$ cat src/rtl/bin_to_bcd_seq.sv
// -----------------------------------------------------------------------------
// bin_to_bcd_seq
//
// Sequential 20-bit binary to BCD converter for a six-digit seven-segment
// display. A conversion is accepted while idle, runs the double-dabble
// algorithm one bit per clock, then formats the result (leading-zero blanking
// and overflow) and publishes it together with a one-cycle done pulse.
// Latency from the accepting edge to done is fixed at 22 cycles, overflowing
// conversions included.
//
// Handshake: start is a request that is only looked at while ready=1; the
// edge on which start=1 and ready=1 are both seen is the accepting edge and is
// the only edge on which value is captured. While ready=0 the block ignores
// start entirely (no queueing). done pulses high for exactly one cycle on the
// same edge that digits/overflow update.
//
// Parameters
//   NUM_DIGITS    : number of BCD digits produced (6 for this display)
//   BLANK_LEADING : 1 replaces digits above the most significant nonzero
//                   digit with 4'hF; digit 0 is never blanked
//
// Ports
//   clk       in   single clock, rising edge
//   rst       in   synchronous active-high reset, wins over start
//   start     in   conversion request
//   value     in   20-bit unsigned binary value
//   ready     out  high only while idle
//   done      out  one-cycle pulse, digits updated on the same edge
//   overflow  out  last captured value was above the displayable range
//   digits    out  digit k in bits [4k+3:4k], k=0 is the ones digit
//   dbg_state out  current FSM state (0 IDLE, 1 SHIFT, 2 FORMAT, 3 DONE)
// -----------------------------------------------------------------------------
module bin_to_bcd_seq #(
   parameter int NUM_DIGITS    = 6,
   parameter bit BLANK_LEADING = 1'b1
) (
   input  logic                    clk,
   input  logic                    rst,
   input  logic                    start,
   input  logic [19:0]             value,
   output logic                    ready,
   output logic                    done,
   output logic                    overflow,
   output logic [4*NUM_DIGITS-1:0] digits,
   output logic [1:0]              dbg_state
);

   localparam int BCD_W = 4 * NUM_DIGITS;
   localparam int BIN_W = 20;

   // Largest value representable with NUM_DIGITS decimal digits.
   function automatic longint unsigned max_display(input int n);
      longint unsigned p;
      p = 64'd1;
      for (int i = 0; i < n; i++) begin
         p = p * 64'd10;
      end
      return p - 64'd1;
   endfunction

   localparam longint unsigned MAX_VAL = max_display(NUM_DIGITS);

   typedef enum logic [1:0] {
      S_IDLE   = 2'd0,
      S_SHIFT  = 2'd1,
      S_FORMAT = 2'd2,
      S_DONE   = 2'd3
   } state_e;

   state_e             state_q;
   logic [BCD_W-1:0]   scratch_q;
   logic [BIN_W-1:0]   bin_q;
   logic [4:0]         cnt_q;
   logic               ovf_pend_q;
   logic               ready_q;
   logic               done_q;
   logic               overflow_q;
   logic [BCD_W-1:0]   digits_q;

   logic [BCD_W-1:0]   scratch_adj;
   logic [BCD_W-1:0]   scratch_d;
   logic [BIN_W-1:0]   bin_d;
   logic [BCD_W-1:0]   digits_d;
   logic               lead;

   // ---------------------------------------------------------------------------
   // Double-dabble step: correct every nibble that would carry past 9 after
   // doubling, then shift the whole {bcd, binary} word left by one.
   // ---------------------------------------------------------------------------
   always_comb begin
      scratch_adj = scratch_q;
      for (int k = 0; k < NUM_DIGITS; k++) begin
         if (scratch_q[4*k +: 4] >= 4'd5) begin
            scratch_adj[4*k +: 4] = scratch_q[4*k +: 4] + 4'd3;
         end
      end
      {scratch_d, bin_d} = {scratch_adj, bin_q} << 1;
   end

   // ---------------------------------------------------------------------------
   // Display formatting. Walk from the most significant digit downwards; while
   // every digit seen so far is zero the digit is blanked. The ones digit is
   // outside the loop so a value of 0 still shows a single 0.
   // ---------------------------------------------------------------------------
   always_comb begin
      digits_d = scratch_q;
      lead     = 1'b1;
      for (int k = NUM_DIGITS - 1; k >= 1; k--) begin
         if (BLANK_LEADING && lead && (scratch_q[4*k +: 4] == 4'd0)) begin
            digits_d[4*k +: 4] = 4'hF;
         end else begin
            lead = 1'b0;
         end
      end
      if (ovf_pend_q) begin
         digits_d = '1;
      end
   end

   // ---------------------------------------------------------------------------
   // Control FSM and all registered outputs.
   // ---------------------------------------------------------------------------
   always_ff @(posedge clk) begin
      if (rst) begin
         state_q    <= S_IDLE;
         scratch_q  <= '0;
         bin_q      <= '0;
         cnt_q      <= '0;
         ovf_pend_q <= 1'b0;
         ready_q    <= 1'b1;
         done_q     <= 1'b0;
         overflow_q <= 1'b0;
         digits_q   <= '1;
      end else begin
         case (state_q)
            S_IDLE: begin
               done_q <= 1'b0;
               if (start) begin
                  bin_q      <= value;
                  scratch_q  <= '0;
                  cnt_q      <= 5'd20;
                  // Decided at capture because bin_q is consumed by shifting.
                  ovf_pend_q <= ({44'd0, value} > MAX_VAL);
                  ready_q    <= 1'b0;
                  state_q    <= S_SHIFT;
               end
            end

            S_SHIFT: begin
               scratch_q <= scratch_d;
               bin_q     <= bin_d;
               cnt_q     <= cnt_q - 5'd1;
               // cnt_q==1 here means this is the 20th shift.
               if (cnt_q == 5'd1) begin
                  state_q <= S_FORMAT;
               end
            end

            S_FORMAT: begin
               digits_q   <= digits_d;
               overflow_q <= ovf_pend_q;
               done_q     <= 1'b1;
               state_q    <= S_DONE;
            end

            S_DONE: begin
               done_q  <= 1'b0;
               ready_q <= 1'b1;
               state_q <= S_IDLE;
            end

            default: begin
               state_q <= S_IDLE;
               ready_q <= 1'b1;
               done_q  <= 1'b0;
            end
         endcase
      end
   end

   assign ready     = ready_q;
   assign done      = done_q;
   assign overflow  = overflow_q;
   assign digits    = digits_q;
   assign dbg_state = state_q;

endmodule

$ cat config.mk
export PLATFORM = sky130hd
export DESIGN_NAME = bin_to_bcd_seq
export DESIGN_NICKNAME = d
export VERILOG_FILES = /design/src/rtl/bin_to_bcd_seq.sv
export SDC_FILE = /design/constraint.sdc
export NUM_CORES = 1
export LEC_CHECK = 0
export CORE_ASPECT_RATIO = 0.75
export CORE_MARGIN = 2
export CORE_UTILIZATION = 40
export CTS_BUF_LIST = sky130_fd_sc_hd__clkbuf_16
export CTS_CLUSTER_SIZE = 25
export DETAILED_ROUTE_END_ITERATION = 8
export GPL_TIMING_DRIVEN = 0
export PLACE_DENSITY_LB_ADDON = 0.3
export SYNTH_ARGS = -nofsm -noshare
export SYNTH_HDL_FRONTEND = slang
export SYNTH_SLANG_ARGS = --single-unit
$ cat constraint.sdc
create_clock -name clk -period 3.6 [get_ports clk]
set_input_delay 0.54 -clock clk [delete_from_list [all_inputs] [get_ports clk]]
set_output_delay 0.54 -clock clk [all_outputs]
set_load 0.1 [all_outputs]
# Word-level counts from Yosys, hierarchy flattened
# Cells that the tools add are included.
[word_totals] ff_bits=79 ramBits=0 latch_bits=0 inputBits=23 romBits=0 memories=0
[op_classes] bitwise=0 n_mul=0 mux=28 add_sub_neg=7 eq_ne=6 shift=0 n_reduce_logical=18 n_div=0 order_cmp=7
[ops] cell="24-bit 2-to-1 mux" count=2
[ops] cell="24-bit case mux with 2 select lines" count=1
[ops] cell="4-bit 2-to-1 mux" count=10
[ops] cell="20-bit case mux with 2 select lines" count=1
[ops] cell="4-bit by 3-bit >= comparator with 1-bit output, second input constant" count=6
[ops] cell="4-bit by 2-bit adder with 4-bit output, second input constant" count=5
[ops] cell="20-bit greater-than comparator, second input constant" count=1
[ops] cell="4-bit logical NOT" count=5
[ops] cell="20-bit 2-to-1 mux" count=1
[ops] cell="5-bit case mux with 2 select lines" count=1
[ops] cell="2-bit case mux with 4 select lines" count=1
[ops] cell="2-bit AND reduction" count=4
[ops] cell="2-bit nonzero test" count=3
[ops] cell="5-bit by 1-bit equality test with 1-bit output, second input constant" count=1
[ops] cell="1-bit 2-to-1 mux" count=5
[ops] cell="5-bit 2-to-1 mux" count=1
[ops] cell="5-bit by 1-bit subtractor with 5-bit output, second input constant" count=1
[ops] cell="2-bit equality test, second input constant" count=2
[ops] cell="1-bit logical AND" count=4
[ops] cell="2-bit 2-to-1 mux" count=2
[ops] cell="2-bit inequality test, second input constant" count=2
[ops] cell="1-bit case mux with 2 select lines" count=2
[ops] cell="3-bit by 2-bit adder with 3-bit output, second input constant" count=1
[ops] cell="3-bit 2-to-1 mux" count=1
[ops] cell="3 further kinds" count=3

# Longest topological paths before layout
# Gate-level depths: netlist of the first run.
[depth] word_depth=11 ltp_mapped=9 ltp_nobuf=6

# Worst setup path after synthesis of the first run
# No wires, ideal clock.
[synth_timing] kind="register to register" start="register state_q[1], in the netlist dbg_state[1]" end="register scratch_q[4]" t_required_ps=3513 path_buffers=2 t_arrival_ps=2353 setup_ps=87 path_slack_ps=1160 stages_incl_launch_ff=9 path_cell_list="dfxtp_1 inv_1 ha_1 buf_2 mux2_2 nor2_2 buf_4 nand2_1 o31ai_1"
[synth_via] elab_chain_cells=3
[synth_lines] item="start, declared" line="70" source="state_e state_q;"
[synth_lines] item="start signal, assigned" line="125" source="state_q <= S_IDLE;"
[synth_lines] item="start signal, assigned" line="145" source="state_q <= S_SHIFT;"
[synth_lines] item="start signal, assigned" line="155" source="state_q <= S_FORMAT;"
[synth_lines] item="2-bit by 1-bit equality test with 1-bit output or 2-bit logical NOT (tied branches)" line="135" source="case (state_q)"
[synth_lines] item="2-bit nonzero test (no line) or 2-bit inequality test (tied branches)"
[synth_lines] item="2-bit AND reduction (no line)"
[synth_lines] item="end signal, assigned" line="150" source="scratch_q <= scratch_d;"
[synth_lines] item="end, declared" line="71" source="logic [BCD_W-1:0] scratch_q;"
# Several ways; a longest one is shown, not always the timed one.
# A chain may end at the register's enable or synchronous reset.

# Worst setup path in the final report of the first run
[layout_timing] start="register state_q[0], in the netlist dbg_state[0]" end="output dbg_state[0]"
[layout_lines] item="end, declared" line="45" source="output logic [1:0] dbg_state"
# No word-level cell between the ends.

==> results.py, run 1 <==
metrics = {
    "sta": {
        "fin_tns_setup_ns": 0,
        "final_critical_path_required_period_ns": 2.49,
        "max_freq_ghz": 0.401,
        "final.period_utilization_pct": 69.3,
        "max_slew_margin_pct": 32.5,
        "rsz0062_at_grt": "false",
        "worst_clock_skew_ns": 0.00552,
        "finalSetupViolations": 0,
        "finalHoldViolCount": 0,
        "slew_violations": 0,
        "finalWorstSetupSlack_ns": 1.11,
        "max_slew.worst_pin.slew_ns": 1.01,
    },
    "synth": {
        "synth_top_area_cell": "sky130_fd_sc_hd__dfxtp_1",
        "dominantRegCellSynth": "sky130_fd_sc_hd__dfxtp_1",
        "ys_async_sr_fraction_pct": 0,
        "netlist_instances": 400,
        "synth.distinct_cells": 46,
        "postSynthRegisterBits": 79,
        "most_numerous_cell_in_the_yosys_netlist": "sky130_fd_sc_hd__dfxtp_1",
        "synth_area_per_cell_um2": 9.37,
        "syn-num-nets": 446,
        "synthTopCellsByArea": "sky130_fd_sc_hd__dfxtp_1, sky130_fd_sc_hd__ha_1, sky130_fd_sc_hd__mux2i_1",
        "synth-seq-area-share_pct": 42.2,
        "synth.yosys.warnings": 0,
        "yosysTopAreaCellShare_pct": 42.2,
        "synth-edff-count": 0,
        "synth.top_cells.by_count": "sky130_fd_sc_hd__dfxtp_1, sky130_fd_sc_hd__nor2_1, sky130_fd_sc_hd__mux2i_1",
        "synth.cell_area_um2": 3750,
    },
    "critical_path": {
        "start_kind": "register",
        "critical_path_arrival_ns": 1.95,
        "worst_path_largest_cell_delay_ns": 1.18,
        "crit_path_max_fanout": 6,
        "cpLargestDelayFamily": "buffers and inverters",
        "crit_chain": "clkdlybuf4s50_1",
        "end_kind": "output pin",
        "path_buf_inv": 1,
        "cp_slowest_cell": "sky130_fd_sc_hd__clkdlybuf4s50_1",
        "worst-endpoint-required_ns": 3.06,
        "setup.worst_path.class": "reg -> out",
    },
    "power_and_ir_drop": {
        "ir_drop_mv": 0.586,
        "power_leakage_nw": 1.81,
        "power_mw": 3.45,
        "p_per_area_nw_per_um2": 731,
    },
    "detailed_routing": {
        "firstDrtPassIters": 5,
        "drt_iter0_drc": 190,
        "avgViaCountPerCell": 5.30,
        "drc": 0,
        "antenna_left": 0,
        "wl_um": 9190,
        "total_number_of_vias": 3151,
        "routed_wire_length_per_instance_um": 15.5,
    },
    "clock_tree": {
        "postCtsHoldBufs": 0,
        "clock_buffers_created_by_tritoncts": 9,
        "cts_buffer_depth": 2,
        "post-cts-setup-buffer-count": 0,
        "cts_sinks": 79,
        "cts_tree": "done",
        "clkTransAtPathRegs_ns": 0.06,
        "cts_resized": 0,
        "source_to_sink_clock_delay_at_the_later_pin_of_the_worst_skew_pair_ns": 0.33,
        "cts_root_buffer": "sky130_fd_sc_hd__clkbuf_16",
        "cts.htree.levels": 3,
    },
    "die": {
        "die_h_um": 87.8,
        "die_outline_area_um2": 10200,
        "core_area_um2": 9080,
        "io-pin-count": 52,
        "floorplan.initialDensity_pct": 41.3,
        "num_rows": 30,
        "floorplan_die_width_um": 116,
    },
    "placed_design": {
        "port_buffers": 50,
        "detailedPlace.worstSlack_ns": 1.40,
        "post-place-cells": 578,
        "dp_hpwl_um": 6610,
        "routabilityCongestion": 0.854,
    },
    "global_routing": {
        "grt_antenna_before_repair": 0,
        "first_global_vias": 3016,
        "grt_remaining_overflow": 0,
        "grtUsageTotal_pct": 19.2,
        "global_route_wire_length_before_repair_um": 15000,
        "grt_max_degree": 14,
    },
    "status": {
        "outcome": "finished clean",
    },
    "finish": {
        "drive_above_1_share_pct": 7.51,
        "stdcell_count": 594,
        "syn2layout_area_growth_pct": 26.0,
        "regArea_um2": 1580,
        "final_core_utilization_pct": 52.0,
        "area_of_the_multi_input_gates_um2": 1990,
        "fillerInstances": 866,
        "total_inserted_antenna_cells": 0,
        "layout.nets": 507,
    },
    "min_path": {
        "timing.hold.worst.class": "reg -> reg",
    },
    "flow_run": {
        "max_cap_viol_count": 0,
    },
}
final timing paths:
| path | start | to | slack [ns] | depth (start not counted) |
|---|---|---|---|---|
| hold / removal | digits[13] | digits[13] | 0.48 | 1 |
| setup / recovery | dbg_state[0] | dbg_state[0] | 1.11 | 1 |
| hold reg to reg | digits[13] | digits[13] | 0.48 | 1 |
| setup reg to reg | dbg_state[0] | digits[5] | 1.50 | 7 |
per-layer routing:
layer	global-route usage [%]	wire, um
met3	5.47	441
met4	4.55	64
met1	27.5	4630
met2	28.6	4060
met5	0	0
cell usage in the layout (no fill, tap or decap), types with 4 or more instances in the layout:
cell | netlist | routed
sky130_fd_sc_hd__a32oi_1 | 6 | 6
sky130_fd_sc_hd__xnor2_1 | 7 | 7
sky130_fd_sc_hd__inv_1 | 19 | 20
sky130_fd_sc_hd__nand2_1 | 20 | 20
sky130_fd_sc_hd__nand2b_1 | 20 | 20
sky130_fd_sc_hd__dfxtp_1 | 79 | 79
sky130_fd_sc_hd__buf_2 | 9 | 9
sky130_fd_sc_hd__nor2_1 | 49 | 49
sky130_fd_sc_hd__o22ai_1 | 7 | 7
sky130_fd_sc_hd__a21oi_1 | 11 | 11
sky130_fd_sc_hd__nor3b_1 | 7 | 7
sky130_fd_sc_hd__buf_4 | 4 | 4
sky130_fd_sc_hd__a22o_1 | 6 | 6
sky130_fd_sc_hd__o41ai_1 | 6 | 6
sky130_fd_sc_hd__o32ai_1 | 4 | 4
sky130_fd_sc_hd__o31ai_1 | 5 | 5
sky130_fd_sc_hd__a211oi_1 | 21 | 21
sky130_fd_sc_hd__mux2i_1 | 28 | 28
sky130_fd_sc_hd__o21ai_0 | 15 | 15
sky130_fd_sc_hd__ha_1 | 23 | 23
sky130_fd_sc_hd__clkbuf_16 | 0 | 9
sky130_fd_sc_hd__clkdlybuf4s50_1 | 0 | 50
sky130_fd_sc_hd__o32a_1 | 4 | 4
sky130_fd_sc_hd__clkbuf_1 | 9 | 9
sky130_fd_sc_hd__o22a_1 | 6 | 6
report_power, final:
| group | switching (mW) | internal (mW) | total (mW) |
|---|---|---|---|
| clock | 0.359 | 0.602 | 0.961 |
| combinational | 0.903 | 0.463 | 1.37 |
| sequential | 0.0985 | 1.03 | 1.13 |
metrics by stage:
stage,cell area (um^2),hold WS [ns]
after global routing,4720,0.486
after floorplan,3750,0.446
final,4720,0.477
after CTS,4720,0.478
after global placement,4410,0.461
after detailed placement,4410,0.464
cell type report:
type / count / area share (%)
plain buffers: 22 / 2.30
clock buffers: 9 / 4.77
clock inverters: 7 / 1.88
inverters: 19 / 1.51
multi-input cells: 280 / 42.1
flip-flops and latches: 79 / 33.5
well taps: 128 / 3.39
repair buffers: 50 / 10.6
flip-flops by register name, summed over array words and instances, names as in the netlist:
signal      cells
ready           1
done            1
bin_q          20
ovf_pend_q      1
scratch_q      24
digits         24
overflow        1
dbg_state       2
cnt_q           5
cell families (layout without fill, tap and decap cells):
group,Yosys count,in the layout,share of synthesized area (%)
fa+ha+maj,23,23,7.68
simple gates,115,115,15.4
xor+xnor,8,8,1.87
mux,29,29,7.78
buf+inv,41,107,4.81
flops,79,79,42.2
compound gates,105,105,20.3
Power figures use the tool's default switching activity.
==> run 2, diff against run 1 <==
clock period = 2.3 ns   (was 3.6 ns; I/O delays follow)
==> run 2 against run 1 <==
Via count shrank 0.32%. Critical path depth did not move. Sequential power is 57% higher. Die area stayed put. Critical path type unchanged. Largest cell class unchanged. Highest routed layer unchanged.
==> results.py, run 2 (same netlist as run 1, synthesis figures left out) <==
metrics = {
    "global_routing": {
        "grt_max_degree": 14,
        "grt_antenna_before_repair": 0,
        "grt_remaining_overflow": 0,
        "first_global_vias": 2989,
        "grtUsageTotal_pct": 18.9,
        "global_route_wire_length_before_repair_um": 14700,
    },
    "sta": {
        "finalSetupViolations": 0,
        "max_slew_margin_pct": 33.0,
        "worst_clock_skew_ns": 0.00651,
        "final_critical_path_required_period_ns": 2.22,
        "finalWorstSetupSlack_ns": 0.0830,
        "final.period_utilization_pct": 96.4,
        "rsz0062_at_grt": "false",
        "max_freq_ghz": 0.451,
        "slew_violations": 0,
        "finalHoldViolCount": 0,
        "fin_tns_setup_ns": 0,
        "hold-worst-slack_ns": 0.421,
        "max_slew.worst_pin.slew_ns": 1.00,
    },
    "placed_design": {
        "routabilityCongestion": 0.855,
        "port_buffers": 50,
        "detailedPlace.worstSlack_ns": 0.303,
        "dp_hpwl_um": 6550,
        "post-place-cells": 578,
        "detailed_place.area_um2": 4410,
    },
    "critical_path": {
        "path_buf_inv": 1,
        "critical_path_arrival_ns": 1.87,
        "worst_path_largest_cell_delay_ns": 1.15,
        "setup.worst_path.class": "reg -> out",
        "crit_path_max_fanout": 6,
        "worst-endpoint-required_ns": 1.96,
        "end_kind": "output pin",
        "cpLargestDelayFamily": "buffers and inverters",
        "cp_slowest_cell": "sky130_fd_sc_hd__clkdlybuf4s50_1",
        "crit_chain": "clkdlybuf4s50_1",
        "start_kind": "register",
    },
    "die": {
        "io-pin-count": 52,
        "floorplan.initialDensity_pct": 41.3,
        "num_rows": 30,
        "die_outline_area_um2": 10200,
        "floorplan_die_width_um": 116,
        "die_h_um": 87.8,
        "core_area_um2": 9080,
    },
    "detailed_routing": {
        "routed_wire_length_per_instance_um": 15.5,
        "drt_iter0_drc": 99,
        "avgViaCountPerCell": 5.29,
        "firstDrtPassIters": 4,
        "antenna_left": 0,
        "total_number_of_vias": 3141,
        "drc": 0,
        "wl_um": 9200,
    },
    "flow_run": {
        "max_cap_viol_count": 0,
    },
    "clock_tree": {
        "cts_tree": "done",
        "cts_root_buffer": "sky130_fd_sc_hd__clkbuf_16",
        "clkTransAtPathRegs_ns": 0.06,
        "postCtsHoldBufs": 0,
        "clock_buffers_created_by_tritoncts": 9,
        "post-cts-setup-buffer-count": 0,
        "source_to_sink_clock_delay_at_the_later_pin_of_the_worst_skew_pair_ns": 0.34,
        "cts_sinks": 79,
        "cts_resized": 0,
        "cts_buffer_depth": 2,
        "cts.htree.levels": 3,
    },
    "power_and_ir_drop": {
        "power_leakage_nw": 1.81,
        "power_mw": 5.42,
        "p_per_area_nw_per_um2": 1150,
        "ir_drop_mv": 0.849,
    },
    "min_path": {
        "timing.hold.worst.class": "in -> reg",
    },
    "finish": {
        "total_inserted_antenna_cells": 0,
        "post-route-cell-area_um2": 4730,
        "commonest_cells_after_routing_fill_and_taps_aside": "sky130_fd_sc_hd__dfxtp_1, sky130_fd_sc_hd__clkdlybuf4s50_1, sky130_fd_sc_hd__nor2_1",
        "fillerInstances": 880,
        "syn2layout_area_growth_pct": 26.1,
        "mostFrequentLayoutCell": "sky130_fd_sc_hd__dfxtp_1",
        "stdcell_count": 594,
        "final_core_utilization_pct": 52.0,
        "drive_above_1_share_pct": 7.94,
        "layout.nets": 507,
    },
    "status": {
        "outcome": "finished clean",
    },
}
## run 2: changes by cell type in the layout (fill, tap and decap cells not counted)
cell | previous run | this run
sky130_fd_sc_hd__dfxtp_2 | 0 | 2
sky130_fd_sc_hd__dfxtp_1 | 79 | 77
## run 2: final timing paths
check,endpoint,slack (ns),cells after the start,from
worst max-delay path,dbg_state[0],0.08,1,dbg_state[0]
worst min-delay path,digits[0],0.42,3,rst
worst max register to register,digits[4],0.24,6,scratch_q[20]
worst min register to register,digits[13],0.47,1,digits[13]
## run 2: per-layer routing
metal  GRT usage, %  vias to the layer above  share of wire (%)
li1               -                     1562                  -
met1           26.4                     1512                 51
met2           28.7                       61                 43
met3           4.36                        6                4.8
met4           6.82                        0                1.1
met5              0                        -                  0
## run 2: worst reg2reg max path: stages (launching register included)
cell	delay, ns
sky130_fd_sc_hd__dfxtp_1	0.34
sky130_fd_sc_hd__inv_1	0.11
sky130_fd_sc_hd__ha_1	0.25
sky130_fd_sc_hd__nor4bb_1	0.49
sky130_fd_sc_hd__nand2_1	0.21
sky130_fd_sc_hd__o21ai_0	0.40
sky130_fd_sc_hd__o22a_1	0.21
## run 2: final cells by class
class                      count  area, um^2  share of cell area, %
buffer                        22         109                   2.30
sequential                    79        1580                   33.5
clock inverter                 7        88.8                   1.88
inverter                      19        71.3                   1.51
timing repair buffer          50         500                   10.6
multi-input combinational    280        1990                   42.0
tap                          128         160                   3.39
clock buffer                   9         225                   4.77
## run 2: power by group
group	switching, mW	leakage, nW	internal, mW
Sequential	0.158	0.645	1.61
Clock	0.570	0.153	0.942
Combinational	1.41	1.01	0.725
==> run 3, diff against run 2 <==
PLACE_DENSITY_LB_ADDON = unset   (was 0.3)
==> run 3 against run 2 <==
Non-clock buffer count stayed put. Combinational power hardly changed. Power is 2.6% lower. Worst setup slack better by 0.0075 ns. Largest power group unchanged. Highest routed layer unchanged.
==> results.py, run 3 (same netlist as run 1, synthesis figures left out) <==
metrics = {
    "critical_path": {
        "cpLargestDelayFamily": "buffers and inverters",
        "end_kind": "output pin",
        "setup.worst_path.class": "reg -> out",
        "path_buf_inv": 1,
        "start_kind": "register",
        "crit_path_max_fanout": 6,
        "worst-endpoint-required_ns": 1.96,
        "critical_path_arrival_ns": 1.86,
        "crit_chain": "clkdlybuf4s50_1",
        "worst_path_largest_cell_delay_ns": 1.15,
        "cp_slowest_cell": "sky130_fd_sc_hd__clkdlybuf4s50_1",
    },
    "sta": {
        "finalHoldViolCount": 0,
        "rsz0062_at_grt": "false",
        "max_slew_margin_pct": 33.1,
        "finalSetupViolations": 0,
        "max_slew.worst_pin.slew_ns": 1.00,
        "final.period_utilization_pct": 96.1,
        "slew_violations": 0,
        "finalWorstSetupSlack_ns": 0.0905,
        "max_freq_ghz": 0.453,
        "worst_clock_skew_ns": 0.00516,
        "hold-worst-slack_ns": 0.432,
        "final_critical_path_required_period_ns": 2.21,
        "fin_tns_setup_ns": 0,
    },
    "finish": {
        "drive_above_1_share_pct": 7.51,
        "fillerInstances": 885,
        "total_inserted_antenna_cells": 0,
        "commonest_cells_after_routing_fill_and_taps_aside": "sky130_fd_sc_hd__dfxtp_1, sky130_fd_sc_hd__clkdlybuf4s50_1, sky130_fd_sc_hd__nor2_1",
        "mostFrequentLayoutCell": "sky130_fd_sc_hd__dfxtp_1",
        "area_of_the_multi_input_gates_um2": 1990,
        "regArea_um2": 1580,
        "post-route-cell-area_um2": 4690,
        "stdcell_count": 594,
        "syn2layout_area_growth_pct": 25.2,
        "layout.nets": 507,
    },
    "clock_tree": {
        "cts_root_buffer": "sky130_fd_sc_hd__clkbuf_16",
        "clock_buffers_created_by_tritoncts": 9,
        "cts_resized": 0,
        "cts_buffer_depth": 2,
        "cts_tree": "done",
        "source_to_sink_clock_delay_at_the_later_pin_of_the_worst_skew_pair_ns": 0.34,
        "postCtsHoldBufs": 0,
        "clkTransAtPathRegs_ns": 0.06,
        "cts_sinks": 79,
        "post-cts-setup-buffer-count": 0,
        "cts.htree.levels": 3,
    },
    "placed_design": {
        "port_buffers": 50,
        "detailed_place.area_um2": 4410,
        "post-place-cells": 578,
        "routabilityCongestion": 0.810,
        "detailedPlace.worstSlack_ns": 0.255,
        "dp_hpwl_um": 6720,
    },
    "die": {
        "num_rows": 30,
        "io-pin-count": 52,
        "floorplan_die_width_um": 116,
        "die_outline_area_um2": 10200,
        "core_area_um2": 9080,
        "floorplan.initialDensity_pct": 41.3,
        "die_h_um": 87.8,
    },
    "global_routing": {
        "grtUsageTotal_pct": 19.8,
        "grt_max_degree": 13,
        "global_route_wire_length_before_repair_um": 15400,
        "grt_antenna_before_repair": 0,
        "first_global_vias": 3085,
        "grt_remaining_overflow": 0,
    },
    "detailed_routing": {
        "drt_iter0_drc": 172,
        "avgViaCountPerCell": 5.32,
        "wl_met3_um": 523,
        "antenna_left": 0,
        "routed_wire_length_per_instance_um": 15.7,
        "wl_um": 9350,
        "firstDrtPassIters": 4,
        "total_number_of_vias": 3161,
        "met2RoutedLength_um": 4050,
        "m1_wl_um": 4750,
        "drc": 0,
        "dr.max_layer_used": "met4",
    },
    "power_and_ir_drop": {
        "power_leakage_nw": 1.81,
        "p_per_area_nw_per_um2": 1120,
        "ir_drop_mv": 1.20,
    },
    "flow_run": {
        "max_cap_viol_count": 0,
    },
    "min_path": {
        "timing.hold.worst.class": "in -> reg",
    },
    "status": {
        "outcome": "finished clean",
    },
}
-- run 3: cell types whose count changed in the layout (fill, tap and decap cells not counted) --
cell / before / now
sky130_fd_sc_hd__clkinv_1: 0 / 1
sky130_fd_sc_hd__clkinv_2: 2 / 3
sky130_fd_sc_hd__bufinv_16: 2 / 1
sky130_fd_sc_hd__inv_1: 20 / 21
sky130_fd_sc_hd__clkinvlp_4: 2 / 0
-- run 3: worst paths after layout --
check,startpoint,end,slack (ns),cells after the start
max,dbg_state[0],dbg_state[0],0.09,1
min,rst,digits[0],0.43,3
max reg2reg,dbg_state[1],scratch_q[4],0.28,8
min reg2reg,digits[12],digits[12],0.48,1
-- run 3: report_power, final --
| group | internal [mW] | switching (mW) |
|---|---|---|
| Clock | 0.823 | 0.547 |
| Combinational | 0.726 | 1.42 |
| Sequential | 1.61 | 0.153 |
| Total | 3.16 | 2.12 |
-- run 3: through the flow --
step / total power, mW / util, %
2_1_floorplan: 3.38 / -
3_3_place_gp: 3.88 / 48.6
3_5_place_dp: 3.92 / 48.6
4_1_cts: 5.33 / 51.7
5_1_grt: 5.60 / 51.7
6_report: 5.28 / 51.7
-- run 3: layout make-up --
cell class,count,share of cell area [%]
inverters,19,1.52
well taps,128,3.41
multi-input cells,280,42.3
plain buffers,22,2.32
clock buffers,9,4.80
repair buffers,50,10.7
clock inverters,7,1.20
flip-flops and latches,79,33.8
-- run 3: layer usage --
metal,global-route usage (%),vias to the layer above
li1,-,1563
met1,28.1,1529
met2,29.2,67
met3,6.30,2
met4,5.41,0
met5,0,-
